<file path="config.mk">
export PLATFORM = sky130hd
export DESIGN_NAME = cail_param_arb
export DESIGN_NICKNAME = d
export VERILOG_FILES = /design/src/rtl/cail_param_arb_pkg.sv /design/src/rtl/cail_arb_rr2.sv /design/src/rtl/cail_param_arb.sv
export SDC_FILE = /design/constraint.sdc
export NUM_CORES = 1
export LEC_CHECK = 0
export CAP_MARGIN = 20
export CELL_PAD_IN_SITES_DETAIL_PLACEMENT = 1
export CELL_PAD_IN_SITES_GLOBAL_PLACEMENT = 2
export CORE_MARGIN = 2
export CORE_UTILIZATION = 31
export DETAILED_ROUTE_END_ITERATION = 6
export PLACE_DENSITY = 0.84
export SYNTH_ARGS = -nofsm -noshare
export SYNTH_HDL_FRONTEND = slang
export SYNTH_SLANG_ARGS = --single-unit
</file>
<file path="constraint.sdc">
create_clock -name clk -period 3 [get_ports clk]
set_input_delay 0.6 -clock clk [delete_from_list [all_inputs] [get_ports clk]]
set_output_delay 0.6 -clock clk [all_outputs]
set_load 0.01 [all_outputs]
</file>
<file path="src/rtl/cail_param_arb_pkg.sv">
// Shared encodings and widths for the calibration-parameter EEPROM arbiter.
// Imported by the arbiter top and its round-robin grant sub-module.
package cail_param_arb_pkg;

    localparam int ADDR_W     = 10;
    localparam int DATA_W     = 8;
    localparam int SAVE_CNT_W = 20;

    typedef enum logic [1:0] {
        CMD_RD   = 2'b00,
        CMD_WR   = 2'b01,
        CMD_SAVE = 2'b10,
        CMD_RSVD = 2'b11
    } cmd_t;

    typedef enum logic [6:0] {
        ST_WAIT_INIT = 7'b000_0001,
        ST_IDLE      = 7'b000_0010,
        ST_RD        = 7'b000_0100,
        ST_WR        = 7'b000_1000,
        ST_GAP       = 7'b001_0000,
        ST_SAVE      = 7'b010_0000,
        ST_DONE      = 7'b100_0000
    } state_t;

    typedef struct packed {
        cmd_t              cmd;
        logic [ADDR_W-1:0] addr;
        logic [DATA_W-1:0] wdata;
    } req_t;

    function automatic int max3(input int a, input int b, input int c);
        int m;
        m = (a > b) ? a : b;
        return (m > c) ? m : c;
    endfunction

endpackage

</file>
<file path="src/rtl/cail_arb_rr2.sv">
// Two-input round-robin grant. The pointer names the requester that wins a tie
// and moves to the other requester after every grant.
module cail_arb_rr2
    import cail_param_arb_pkg::*;
(
    input  logic       clk,
    input  logic       rst_n,
    input  logic [1:0] req,
    output logic [1:0] gnt
);

    logic ptr;

    always_comb begin
        gnt = req;
        if (&req) gnt = ptr ? 2'b10 : 2'b01;
    end

    always_ff @(posedge clk or negedge rst_n) begin
        if (!rst_n)     ptr <= 1'b0;
        else if (|gnt)  ptr <= gnt[0];
    end

endmodule

</file>
<file path="src/rtl/cail_param_arb.sv">
// Arbitrates the host path and the calibration engine onto the EEPROM controller,
// turning req/done handshakes into level-held rd/wr requests and a pulsed update.
module cail_param_arb
    import cail_param_arb_pkg::*;
#(
    parameter int RD_LAT      = 5,
    parameter int WR_HOLD     = 3,
    parameter int GAP         = 2,
    parameter int SAVE_CYCLES = 300000
) (
    input  logic              clk,
    input  logic              rst_n,
    input  logic              r0_req,
    input  logic [1:0]        r0_cmd,
    input  logic [ADDR_W-1:0] r0_addr,
    input  logic [DATA_W-1:0] r0_wdata,
    output logic              r0_done,
    output logic [DATA_W-1:0] r0_rdata,
    input  logic              r1_req,
    input  logic [1:0]        r1_cmd,
    input  logic [ADDR_W-1:0] r1_addr,
    input  logic [DATA_W-1:0] r1_wdata,
    output logic              r1_done,
    output logic [DATA_W-1:0] r1_rdata,
    output logic              ready,
    input  logic              ctl_init_done,
    output logic              ctl_wr_req,
    output logic              ctl_rd_req,
    output logic              ctl_update_req,
    output logic [ADDR_W-1:0] ctl_wr_addr,
    output logic [ADDR_W-1:0] ctl_rd_addr,
    output logic [DATA_W-1:0] ctl_wr_data,
    input  logic [DATA_W-1:0] ctl_rd_data
);

    localparam int HOLD_MAX = max3(RD_LAT, WR_HOLD, GAP);
    localparam int HOLD_W   = (HOLD_MAX > 1) ? $clog2(HOLD_MAX) : 1;

    localparam logic [HOLD_W-1:0]     RD_LAST   = HOLD_W'(RD_LAT - 1);
    localparam logic [HOLD_W-1:0]     WR_LAST   = HOLD_W'(WR_HOLD - 1);
    localparam logic [HOLD_W-1:0]     GAP_LAST  = HOLD_W'(GAP - 1);
    localparam logic [SAVE_CNT_W-1:0] SAVE_LAST = SAVE_CNT_W'(SAVE_CYCLES - 1);

    state_t                state;
    logic                  sel;
    logic [HOLD_W-1:0]     hold_cnt;
    logic [SAVE_CNT_W-1:0] save_cnt;

    logic [1:0] req_v;
    logic [1:0] gnt;
    logic       sel_g;
    req_t       rq0, rq1, g;

    // Requests only compete while idle; anything raised elsewhere stays pending.
    assign req_v = (state == ST_IDLE) ? {r1_req, r0_req} : 2'b00;

    cail_arb_rr2 u_rr (
        .clk   (clk),
        .rst_n (rst_n),
        .req   (req_v),
        .gnt   (gnt)
    );

    always_comb begin
        rq0.cmd   = cmd_t'(r0_cmd);
        rq0.addr  = r0_addr;
        rq0.wdata = r0_wdata;
        rq1.cmd   = cmd_t'(r1_cmd);
        rq1.addr  = r1_addr;
        rq1.wdata = r1_wdata;
    end

    assign sel_g = gnt[1];
    assign g     = sel_g ? rq1 : rq0;

    always_ff @(posedge clk or negedge rst_n) begin
        if (!rst_n) begin
            state          <= ST_WAIT_INIT;
            sel            <= 1'b0;
            hold_cnt       <= '0;
            save_cnt       <= '0;
            ready          <= 1'b0;
            r0_done        <= 1'b0;
            r1_done        <= 1'b0;
            r0_rdata       <= '0;
            r1_rdata       <= '0;
            ctl_wr_req     <= 1'b0;
            ctl_rd_req     <= 1'b0;
            ctl_update_req <= 1'b0;
            ctl_wr_addr    <= '0;
            ctl_rd_addr    <= '0;
            ctl_wr_data    <= '0;
        end else begin
            r0_done        <= 1'b0;
            r1_done        <= 1'b0;
            ctl_update_req <= 1'b0;

            case (state)
                ST_WAIT_INIT: begin
                    if (ctl_init_done) begin
                        ready <= 1'b1;
                        state <= ST_IDLE;
                    end
                end

                ST_IDLE: begin
                    if (|gnt) begin
                        sel      <= sel_g;
                        hold_cnt <= '0;
                        save_cnt <= '0;
                        case (g.cmd)
                            CMD_RD: begin
                                ctl_rd_addr <= g.addr;
                                ctl_rd_req  <= 1'b1;
                                state       <= ST_RD;
                            end
                            CMD_WR: begin
                                ctl_wr_addr <= g.addr;
                                ctl_wr_data <= g.wdata;
                                ctl_wr_req  <= 1'b1;
                                state       <= ST_WR;
                            end
                            CMD_SAVE: begin
                                ctl_update_req <= 1'b1;
                                state          <= ST_SAVE;
                            end
                            default: begin
                                // Reserved command completes at once with zero data.
                                if (sel_g) begin
                                    r1_rdata <= '0;
                                    r1_done  <= 1'b1;
                                end else begin
                                    r0_rdata <= '0;
                                    r0_done  <= 1'b1;
                                end
                                state <= ST_DONE;
                            end
                        endcase
                    end
                end

                ST_RD: begin
                    if (hold_cnt == RD_LAST) begin
                        if (sel) r1_rdata <= ctl_rd_data;
                        else     r0_rdata <= ctl_rd_data;
                        ctl_rd_req <= 1'b0;
                        hold_cnt   <= '0;
                        state      <= ST_GAP;
                    end else begin
                        hold_cnt <= hold_cnt + 1'b1;
                    end
                end

                ST_WR: begin
                    if (hold_cnt == WR_LAST) begin
                        ctl_wr_req <= 1'b0;
                        hold_cnt   <= '0;
                        state      <= ST_GAP;
                    end else begin
                        hold_cnt <= hold_cnt + 1'b1;
                    end
                end

                ST_GAP: begin
                    if (hold_cnt == GAP_LAST) begin
                        if (sel) r1_done <= 1'b1;
                        else     r0_done <= 1'b1;
                        state <= ST_DONE;
                    end else begin
                        hold_cnt <= hold_cnt + 1'b1;
                    end
                end

                ST_SAVE: begin
                    // The update pulse occupies the first of these cycles.
                    if (save_cnt == SAVE_LAST) begin
                        if (sel) r1_done <= 1'b1;
                        else     r0_done <= 1'b1;
                        state <= ST_DONE;
                    end else begin
                        save_cnt <= save_cnt + 1'b1;
                    end
                end

                ST_DONE: state <= ST_IDLE;

                default: state <= ST_WAIT_INIT;
            endcase
        end
    end

endmodule

</file>
# Yosys cells after proc, flatten, opt, wreduce, memory -nomap -nowiden
# Index checks and enable logic that the tools add are counted.
dict set report word_totals {
  in_bits 53
  ff_bits 82
}
dict set report classes {
  n_eq_ne 28
  mux 57
  reduce_logical 19
  addsub 2
}
# cell n
set ops {}
lappend ops {{$mux W8} 10}
lappend ops {{$mux W20} 3}
lappend ops {{$pmux W7 S7} 1}
lappend ops {{$mux W7} 6}
lappend ops {{$pmux W20 S2} 1}
lappend ops {{$pmux W8 S2} 2}
lappend ops {{$ne A2 B2 Y1 const B} 12}
lappend ops {{$mux W1} 21}
lappend ops {{$pmux W7 S3} 1}
lappend ops {{$add A20 B1 Y20 const B} 1}
lappend ops {{$eq A20 B19 Y1 const B} 1}
lappend ops {{$reduce_and A6 Y1} 3}
lappend ops {{$mux W3} 4}
lappend ops {{$pmux W3 S4} 1}
lappend ops {{$reduce_and A3 Y1} 4}
lappend ops {{$reduce_and A4 Y1} 2}
lappend ops {{$eq A7 B1 Y1 const B} 1}
lappend ops {{$eq A7 B2 Y1 const B} 1}
lappend ops {{$eq A7 B3 Y1 const B} 1}
lappend ops {{$eq A7 B4 Y1 const B} 1}
lappend ops {{$eq A7 B5 Y1 const B} 1}
lappend ops {{$eq A7 B6 Y1 const B} 1}
lappend ops {{$eq A7 B7 Y1 const B} 1}
lappend ops {{$mux W2} 3}
lappend ops {{15 further kinds} 23}

# Depth between registers and ports, before layout
# Gate-level depths: netlist (run 1).
dict set report logic_depth {
  depth_word 10
  ltp_mapped 8
  depth_no_buf 7
}

# Modules after synthesis
# A second synthesis (run 1) with hierarchy kept.
dict set report unflattened {
  hier_cells 373
  hier_area_um2 4220.3
}
# module seq_area_each_um2 area_each_um2 cells_per_inst instances
set by_module_without_submodules {}
lappend by_module_without_submodules {cail_param_arb 2028.2 4167.7 367 1}
lappend by_module_without_submodules {cail_arb_rr2 25.0 52.6 6 1}

# Least setup slack after synthesis (run 1)
# No wires, ideal clock.
dict set report synth_path {
  path_type {input to register}
  start {in r1_req}
  end {reg ctl_rd_addr[2]}
  t_arrival_ns 2.138
  path_slack_ns 0.737
  t_required_ns 2.875
  setup_ns 0.125
  cell_stages 6
  path_cell_list {clkbuf_1 -> nand4_4 -> mux2_2 -> a2111oi_4 -> buf_6 -> mux2_4}
}
dict set report synth_between {
  elab_chain_cells 6
}
# item line
set synth_rtl {}
lappend synth_rtl {{start: declaration} cail_param_arb.sv:19} ;# input logic r1_req,
lappend synth_rtl {{$mux W2 (*)} cail_param_arb.sv:55} ;# assign req_v = (state == ST_IDLE) ? {r1_req, r0_req} : 2'b00;
lappend synth_rtl {{$reduce_and A2 Y1} cail_arb_rr2.sv:16} ;# if (&req) gnt = ptr ? 2'b10 : 2'b01;
lappend synth_rtl {{$mux W2 (*)} cail_arb_rr2.sv:16}
lappend synth_rtl {{$mux W20} cail_param_arb.sv:74} ;# assign g = sel_g ? rq1 : rq0;
lappend synth_rtl {{$logic_not A2 Y1} cail_param_arb.sv:111} ;# case (g.cmd)
lappend synth_rtl {{$reduce_and A3 Y1 (no line)} -}
lappend synth_rtl {{end signal: assignment} cail_param_arb.sv:113} ;# ctl_rd_addr <= g.addr;
lappend synth_rtl {{end: declaration} cail_param_arb.sv:31} ;# output logic [ADDR_W-1:0] ctl_rd_addr,
# Every way passes the cells marked *; elsewhere a longest branch is shown, timed or not.
# A chain may end at the register's enable or synchronous reset.

# Worst setup path in the final report (run 1)
dict set report layout_path {
  start {in r0_req}
  end {reg ctl_wr_addr[2]}
}
dict set report layout_between {
  elab_chain_cells 6
}
# item line
set layout_rtl {}
lappend layout_rtl {{start: declaration} cail_param_arb.sv:13} ;# input logic r0_req,
lappend layout_rtl {{$mux W2 (*)} cail_param_arb.sv:55}
lappend layout_rtl {{$reduce_and A2 Y1} cail_arb_rr2.sv:16}
lappend layout_rtl {{$mux W2 (*)} cail_arb_rr2.sv:16}
lappend layout_rtl {{$mux W20} cail_param_arb.sv:74}
lappend layout_rtl {{$eq A2 B1 Y1} cail_param_arb.sv:111}
lappend layout_rtl {{$reduce_and A3 Y1 (no line)} -}
lappend layout_rtl {{end signal: assignment} cail_param_arb.sv:118} ;# ctl_wr_addr <= g.addr;
lappend layout_rtl {{end: declaration} cail_param_arb.sv:30} ;# output logic [ADDR_W-1:0] ctl_wr_addr,
# Marks and branches as above.

==> results of run 1 <==
==> path summary, 6_finish.rpt <==
check | cells after the start | start | slack, ps | endpoint
min | 1 | rst_n | 300 | ctl_wr_data[3]
max | 8 | r0_req | 530 | ctl_wr_addr[2]
min in group clk | 1 | ready | 470 | ready
max in group asynchronous | 2 | rst_n | 2070 | r1_rdata[3]
max reg2reg | 5 | state[1] | 540 | ctl_rd_addr[0]
min reg2reg | 1 | ready | 470 | ready
==> per-layer routing <==
| metal | global-route usage | up-vias | wire length [um] |
|---|---|---|---|
| li1 | - | 1627 | - |
| met3 | 0.04387 | 11 | 594 |
| met4 | 0.05378 | 0 | 183 |
| met1 | 0.2237 | 1773 | 5272 |
| met5 | 0 | - | 0 |
| met2 | 0.2931 | 70 | 6019 |
==> worst max-delay path: stages <==
cell and delay, ps:
clkdlybuf4s50_1 510, nand2b_1 170, nand4_4 140, buf_4 310
nor3b_1 230, o21a_1 160, buf_4 200, mux2_2 360
==> cell type report <==
| cell class | instances | area, um2 | area share |
|---|---|---|---|
| flip-flops and latches | 82 | 2053 | 0.3541 |
| clock buffers | 10 | 239.0 | 0.04122 |
| multi-input cells | 270 | 2007 | 0.3461 |
| inverters | 17 | 63.81 | 0.01101 |
| clock inverters | 6 | 88.84 | 0.01532 |
| well taps | 176 | 220.2 | 0.03798 |
| repair buffers | 113 | 1126 | 0.1942 |
==> sequential cells by signal, indices dropped and copies added, names as in the netlist <==
name	count
hold_cnt	3
r1_rdata	8
ctl_update_req	1
ctl_wr_req	1
sel	1
state	7
ctl_wr_addr	10
ctl_wr_data	8
ready	1
save_cnt	20
ctl_rd_req	1
r0_rdata	8
r1_done	1
ctl_rd_addr	10
r0_done	1
u_rr.ptr	1
==> layout by cell type (no fill, tap or decap), drive strengths merged, types with 8 or more instances in the layout <==
cell type / synthesis / layout
clkdlybuf4s50: 0 / 101
dfrtp: 81 / 81
mux2: 47 / 47
nand2: 29 / 29
a21oi: 26 / 26
o21ai: 22 / 22
inv: 17 / 18
nor2: 16 / 16
nand3: 16 / 16
or3: 12 / 12
buf: 9 / 12
clkbuf: 9 / 10
mux2i: 9 / 9
a22o: 8 / 8
==> synthesized netlist by cell type (2+ instances only) <==
master / n
nand2_1: 29
nor4_1: 2
and2_1: 4
mux2_4: 8
buf_6: 4
or4_1: 6
o21ai_0: 22
a21o_1: 6
mux2_2: 39
a22o_1: 8
nand4_1: 5
o31ai_1: 5
and4_1: 3
buf_2: 3
nand3_1: 16
mux2i_1: 9
nor3b_1: 5
inv_1: 17
dfrtp_1: 81
clkbuf_1: 9
nor2_1: 16
a21oi_1: 26
a31oi_1: 3
nor3_1: 4
a31o_2: 2
or3_1: 12
nand2b_1: 6
ha_1: 5
and3_1: 4
o211ai_1: 3
nor2b_1: 2
==> power groups by stage <==
stage          combinational [mW]  sequential [mW]  clock, mW
5_1_grt                      1.84             1.75       1.29
6_report                     1.69             1.70       1.22
3_3_place_gp                 1.65             1.70          0
4_1_cts                      1.72             1.71       1.24
2_1_floorplan               0.774             1.76          0
3_5_place_dp                 1.70             1.71          0
==> stage by stage <==
stage          cell area (um2)  utilization
2_1_floorplan             4229            -
3_3_place_gp              5470       0.4114
3_5_place_dp              5470       0.4114
4_1_cts                   5798       0.4361
5_1_grt                   5798       0.4361
6_report                  5798       0.4361
==> kinds of logic (layout without fill, tap and decap cells) <==
| logic type | Yosys count | after routing | share of synthesized area |
|---|---|---|---|
| adders and majority gates | 5 | 5 | 0.01479 |
| buffers and inverters | 35 | 146 | 0.03994 |
| AOI/OAI and AO/OA | 86 | 86 | 0.1376 |
| muxes | 56 | 56 | 0.1536 |
| DFF | 82 | 82 | 0.4855 |
| and+or+nand+nor | 122 | 122 | 0.1666 |
| xor gates and xnor gates | 1 | 1 | 0.002071 |
==> results.yml, run 1 <==
run_status:
  status: "finished clean"
timing:
  hold_violations: 0
  worst_pin_slew_ps: 693.2
  fin_setup_tns_ps: 0
  period_needed_ps: 2467
  rsz0062_at_grt: "no"
  fin_skew_ps: 10.11
  fmax_mhz: 405.3
  setup_ws_ps: 532.5
  slew_headroom: 0.5379
  period_share: 0.8225
  slew_violations: 0
  holdWs_ps: 305.0
  setup_violations: 0
worst_hold_path:
  hp-class: "in2async"
cts:
  post_cts_resize_count: 0
  cts_tree: "yes"
  numClockSinks: 82
  cts_buffer_depth: 2
  cts_buffers: 9
  insertion_delay_ps: 340
  ctsRootBufferMaster: "clkbuf_16"
  clk_pin_slew_ps: 60
  htree_levels: 3
  postCtsSetupRepairBufs: 0
  ctsHoldBuffers: 0
route:
  routedWlPerCell_um: 17.91
  post-route-drc-count: 0
  drt_first_pass_iters: 4
  vias: 3481
  wirelength_um: 12070
  drtAntennaViolNets: 0
  first_iter_violations: 143
  vias_per_cell: 5.165
global_route:
  grt_pass1_wl_um: 20080
  grt_usage: 0.1755
  grt_overflow: 0
  grt_pass1_vias: 3792
  grt_max_degree: 50
  antenna_found_initial: 0
yosys:
  synth_fp_nets: 445
  synth_area_per_cell_um2: 10.93
  ys_seq_area_frac: 0.4855
  synth_edf_count: 0
  yosys-top-cells-area: "dfrtp_1 (48%), mux2_2 (10%), a21oi_1 (3.1%), mux2_4 (2.8%), o21ai_0 (2.6%)"
  synth_flop_cell: "dfrtp_1"
  netlist_area_um2: 4229
  synth_top_area_share: 0.4793
  yosysUniqueCellTypes: 54
  synth-seq-cells: 82
  ys.warnings.count: 0
  async_flop_share: 1.000
  yosysTopAreaCell: "dfrtp_1"
  synth_cells: 387
die:
  pin_count: 103
  fp.dieW_um: 120.8
  rows: 42
  initial_utilization: 0.3181
  die-area_um2: 14590
  die_h_um: 120.8
  core_area_um2: 13300
placement:
  dp.cells: 658
  dpl_worst_slack_ps: 177.9
  hpwl_um: 8705
  port_buffers: 102
  place_congestion: 0.7510
layout:
  diodes: 0
  drive_above_1_share: 0.1727
  num-fill-cells: 1469
  finalNonFillerCells: 674
  area_delta_synth_final_pct: 37.10
  fin_nets: 551
critical_path:
  critical_path_class: "in2reg"
  critical_path_arrival_ps: 2690
  endpoint_kind: "flop"
  startpoint_type: "input pin"
  required_ps: 3220
  path_max_fanout: 24
power_and_ir_drop:
  clkPwrFrac: 0.264
  switching_power_mw: 1.488
  total_power_mw: 4.609
  p_comb_frac: 0.366
  netSwitchingFraction: 0.3229
  leakage_nw: 2.403
  intPower_mw: 3.121
  p_per_area_nw_per_um2: 794.9
  peakVddDrop_uv: 345.1
  seqPwrFrac: 0.369
job:
  cap_viol_max_count: 0
Power figures use the tool's default switching activity.
==> run 2: changes to the inputs <==
--- a/config.mk
+++ b/config.mk
@@ -9,9 +9,9 @@
 export CELL_PAD_IN_SITES_DETAIL_PLACEMENT = 1
 export CELL_PAD_IN_SITES_GLOBAL_PLACEMENT = 2
 export CORE_MARGIN = 2
-export CORE_UTILIZATION = 31
+export CORE_UTILIZATION = 28
 export DETAILED_ROUTE_END_ITERATION = 6
-export PLACE_DENSITY = 0.84
+export PLACE_DENSITY = 0.81
 export SYNTH_ARGS = -nofsm -noshare
 export SYNTH_HDL_FRONTEND = slang
 export SYNTH_SLANG_ARGS = --single-unit
==> constraint.sdc (replaced) <==
create_clock -name clk -period 2 [get_ports clk]
set_input_delay 0.4 -clock clk [delete_from_list [all_inputs] [get_ports clk]]
set_output_delay 0.4 -clock clk [all_outputs]
set_load 0.01 [all_outputs]
==> results.yml, run 2 (synthesis results as in run 1) <==
timing:
  fmax_mhz: 460.1
  fin_setup_tns_ps: -4913
  slew_violations: 0
  rsz0062_at_grt: "yes"
  slew_headroom: 0.4744
  period_needed_ps: 2173
  hold_violations: 0
  holdWs_ps: 9.611
  fin_skew_ps: 8.193
  setup_violations: 48
  worst_pin_slew_ps: 781.2
  setup_ws_ps: -173.4
  period_share: 1.087
layout:
  fin_nets: 629
  final_core_util: 0.4583
  regMostFlops: "save_cnt"
  num-fill-cells: 1625
  final_cell_mix: "clkdlybuf4s50_1 (100), dfrtp_1 (80), buf_4 (74), nand2_1 (29), mux2_4 (26)"
  area_delta_synth_final_pct: 58.70
  reg.largest.list: "save_cnt: 20 flops, ctl_rd_addr: 10 flops, ctl_wr_addr: 10 flops"
  diodes: 0
  final_cell_area_um2: 6711
  largest_reg_flops: 20
  seqCellArea_um2: 2054
  final_common_cell: "clkdlybuf4s50_1"
  multi_input_area_um2: 2327
  drive_above_1_share: 0.3385
placement:
  dpl_worst_slack_ps: -529.5
  place_congestion: 0.8017
  dpl_cell_area_um2: 5951
  hpwl_um: 9372
  port_buffers: 102
die:
  fp.dieW_um: 126.9
  pin_count: 103
  rows: 44
  initial_utilization: 0.2888
  die-area_um2: 16100
  core_area_um2: 14640
  die_h_um: 126.9
critical_path:
  critical_path_arrival_ps: 2400
  r2r_slack_ps: -170
  crit_start: "state[4]"
  reg2regPathDepth: 7
  startpoint_type: "flop"
  required_ps: 2230
  critical_path_class: "reg2reg"
  r2r_start: "state[4]"
  crit_end: "ctl_rd_addr[3]"
  endpoint_kind: "flop"
  path_max_fanout: 7
  rr_endpoint: "ctl_rd_addr[3]"
run_status:
  status: "finished, violations left"
  violations: "negative setup slack"
route:
  wirelength_um: 14270
  post-route-drc-count: 0
  first_iter_violations: 102
  vias: 3797
  vias_per_cell: 4.996
  drtAntennaViolNets: 0
  drt_first_pass_iters: 4
  routedWlPerCell_um: 18.78
power_and_ir_drop:
  peakVddDrop_uv: 578.3
  leakage_nw: 2.860
  p_per_area_nw_per_um2: 1099
global_route:
  antenna_found_initial: 0
  grt_pass1_vias: 4222
  grt_usage: 0.1728
  grt_pass1_wl_um: 22160
  grt_max_degree: 50
  grt_overflow: 0
cts:
  ctsHoldBuffers: 0
  clk_pin_slew_ps: 70
  insertion_delay_ps: 350
  cts_buffer_depth: 2
  cts_buffers: 9
  ctsRootBufferMaster: "clkbuf_16"
  numClockSinks: 82
  htree_levels: 3
  cts_tree: "yes"
worst_hold_path:
  hp-class: "in2async"
job:
  cap_viol_max_count: 0
run 2: changes by cell type in the layout (fill, tap and decap cells not counted), sizes merged, moves of 2 or more:
| cell | change |
|---|---|
| clkbuf | +2 |
| buf | +74 |
| o32ai | +3 |
| bufinv | -2 |
| clkinv | +2 |
run 2: power by group:
| part | switching, mW | total [mW] | internal [mW] |
|---|---|---|---|
| Sequential | 0.337 | 2.49 | 2.15 |
| Clock | 0.731 | 1.65 | 0.915 |
| Combinational | 1.39 | 3.24 | 1.85 |
run 2: timing repair:
action	CTS	global route
setup buffers	9	4
cloned	3	1
endpoints found under the setup margin	64	69
pin swaps	5	12
resized for setup	16	56
run 2: how the worst min path moves through the flow:
| stage | end | from | slack (ps) | depth (start not counted) |
|---|---|---|---|---|
| after floorplan | ctl_rd_addr[0] | rst_n | 100 | 0 |
| after global placement | save_cnt[11] | rst_n | 400 | 2 |
| after detailed placement | save_cnt[6] | rst_n | 400 | 2 |
| after CTS | save_cnt[6] | rst_n | 40 | 2 |
| after global routing | save_cnt[6] | rst_n | 40 | 2 |
| final | save_cnt[6] | rst_n | 10 | 2 |
run 2: layout make-up:
class | count | area share
Timing Repair Buffer | 188 | 0.2603
Tap cell | 184 | 0.03430
Clock buffer | 11 | 0.03766
Clock inverter | 5 | 0.005406
Sequential cell | 82 | 0.3061
Inverter | 17 | 0.009508
Multi-Input combinational cell | 273 | 0.3468
run 2: critical path, cell delays in order, from the launching register on:
cell and delay, ps:
dfrtp_1 410, nor4_4 270, buf_4 180, nand4_4 110, mux2_2 320, a2111oi_4 220
buf_4 240, mux2_4 310
run 2: routing by layer:
layer,part of all wire,GRT usage
met5,0,0
met4,0.011,0.03361
met3,0.058,0.06537
met2,0.50,0.3011
met1,0.43,0.2046
run 2: through the flow:
step / std cells / power, mW
6_report: 760 / 7.376
4_1_cts: 755 / 7.223
3_5_place_dp: 727 / 5.408
5_1_grt: 760 / 7.821
3_3_place_gp: 727 / 5.293
2_1_floorplan: 387 / 3.810
==> run 3: changes to the inputs <==
--- a/config.mk
+++ b/config.mk
@@ -9,9 +9,9 @@
 export CELL_PAD_IN_SITES_DETAIL_PLACEMENT = 1
 export CELL_PAD_IN_SITES_GLOBAL_PLACEMENT = 2
 export CORE_MARGIN = 2
-export CORE_UTILIZATION = 28
+export CORE_UTILIZATION = 31
 export DETAILED_ROUTE_END_ITERATION = 6
-export PLACE_DENSITY = 0.81
+export PLACE_DENSITY = 0.84
 export SYNTH_ARGS = -nofsm -noshare
 export SYNTH_HDL_FRONTEND = slang
 export SYNTH_SLANG_ARGS = --single-unit
==> constraint.sdc (replaced) <==
create_clock -name clk -period 2.2 [get_ports clk]
set_input_delay 0.44 -clock clk [delete_from_list [all_inputs] [get_ports clk]]
set_output_delay 0.44 -clock clk [all_outputs]
set_load 0.01 [all_outputs]
==> results.yml, run 3 (synthesis results as in run 1) <==
die:
  die-area_um2: 14590
  initial_utilization: 0.3181
  core_area_um2: 13300
  fp.dieW_um: 120.8
  die_h_um: 120.8
  pin_count: 103
  rows: 42
power_and_ir_drop:
  peakVddDrop_uv: 471.1
  intPower_mw: 4.596
  p_per_area_nw_per_um2: 1041
  netSwitchingFraction: 0.3240
  p_comb_frac: 0.415
  switching_power_mw: 2.203
  seqPwrFrac: 0.337
  leakage_nw: 2.749
  clkPwrFrac: 0.248
placement:
  dpl_cell_area_um2: 5744
  port_buffers: 102
  place_congestion: 0.8013
  hpwl_um: 9304
cts:
  ctsRootBufferMaster: "clkbuf_16"
  cts_tree: "yes"
  cts_buffers: 9
  numClockSinks: 82
  cts_buffer_depth: 2
  htree_levels: 3
  insertion_delay_ps: 340
  clk_pin_slew_ps: 60
global_route:
  grt_usage: 0.1754
  grt_max_degree: 49
  antenna_found_initial: 0
  grt_pass1_wl_um: 20130
  grt_overflow: 0
  grt_pass1_vias: 3910
timing:
  fmax_mhz: 451.0
  period_needed_ps: 2217
  slew_headroom: 0.6360
  hold_violations: 0
  slew_violations: 0
  period_share: 1.008
  rsz0062_at_grt: "yes"
  fin_skew_ps: 6.768
  holdWs_ps: 469.5
  setup_violations: 4
  setup_ws_ps: -17.48
  worst_pin_slew_ps: 540.2
route:
  post-route-drc-count: 0
  vias: 3736
  wirelength_um: 13610
  routedWlPerCell_um: 18.82
  drtAntennaViolNets: 0
  drt_first_pass_iters: 4
  first_iter_violations: 160
  vias_per_cell: 5.167
layout:
  regMostFlops: "save_cnt"
  fin_nets: 600
  final_cell_area_um2: 6529
  largest_reg_flops: 20
  area_delta_synth_final_pct: 54.38
  diodes: 0
  final_common_cell: "clkdlybuf4s50_1"
  reg.largest.list: "save_cnt: 20 flops, ctl_rd_addr: 10 flops, ctl_wr_addr: 10 flops"
  final_cell_mix: "clkdlybuf4s50_1 (101), dfrtp_1 (79), buf_4 (45), nand2_1 (28), mux2_4 (26)"
  drive_above_1_share: 0.3126
critical_path:
  required_ps: 2430
  endpoint_kind: "flop"
  startpoint_type: "input pin"
  critical_path_class: "in2reg"
  path_max_fanout: 12
  critical_path_arrival_ps: 2450
worst_hold_path:
  hp-class: "reg2reg"
job:
  cap_viol_max_count: 0
run_status:
  status: "finished, violations left"
  violations: "negative setup slack"
==> run 3: routing by layer <==
metal | track usage | wire (um) | vias up
met1 | 0.2231 | 5868 | 1908
met4 | 0.06323 | 219 | 0
met5 | 0 | 0 | -
li1 | - | - | 1729
met2 | 0.2881 | 6884 | 83
met3 | 0.04481 | 634 | 16
==> run 3: stage by stage <==
| stage | util | TNS [ps] | power, mW | instances | worst slack (ps) |
|---|---|---|---|---|---|
| final | 0.4911 | -40.04 | 6.798 | 723 | -17.48 |
| after global routing | 0.4911 | -3439 | 7.184 | 723 | -126.2 |
| after detailed placement | 0.4321 | -17130 | 4.831 | 691 | -429.3 |
| after CTS | 0.4593 | -100.1 | 6.597 | 709 | -24.43 |
| after global placement | 0.4321 | -14230 | 4.731 | 691 | -321.2 |
| after floorplan | - | -12.37 | 3.456 | 387 | -1.546 |
==> run 3: worst max-delay path: stages <==
cell             delay (ps)
clkdlybuf4s50_1         520
nand2b_1                170
nand4_4                 150
mux2_2                  360
a2111oi_4               270
buf_12                  200
mux2_2                  340
==> run 3: power by group through the flow <==
stage / combinational (mW) / sequential, mW / clock [mW]
floorplan: 1.06 / 2.40 / 0
global placement: 2.46 / 2.27 / 0
detailed placement: 2.54 / 2.29 / 0
CTS: 2.59 / 2.28 / 1.73
global route: 3.05 / 2.34 / 1.80
finish: 2.82 / 2.29 / 1.69
==> run 3: worst paths after layout <==
| check | cells past startpoint | slack, ps | startpoint | to |
|---|---|---|---|---|
| hold reg to reg | 1 | 470 | ready | ready |
| min in group asynchronous | 2 | 490 | rst_n | ctl_wr_data[6] |
| setup / recovery | 7 | -20 | r0_req | ctl_rd_addr[0] |
| max in group asynchronous | 3 | 1090 | rst_n | state[0] |
| hold / removal | 1 | 470 | ready | ready |
| setup reg to reg | 7 | -10 | state[4] | ctl_rd_addr[0] |
==> run 3: final cells by class <==
class / count / area (um2)
multi-input cells: 270 / 2236
fillers: 1399 / 6766
clock buffers: 9 / 225.2
clock inverters: 7 / 110.1
inverters: 17 / 63.81
flip-flops and latches: 82 / 2056
repair buffers: 162 / 1618
well taps: 176 / 220.2
==> run 3: repair_timing <==
action | 4_1_cts | 5_1_grt
gates cloned | 0 | 5
pin swaps | 2 | 25
resized for setup | 3 | 66
endpoints found under the setup margin | 32 | 56
buffers inserted | 1 | 9
hold buffers | 1 | 0
endpoints found under the hold margin | 11 | 0
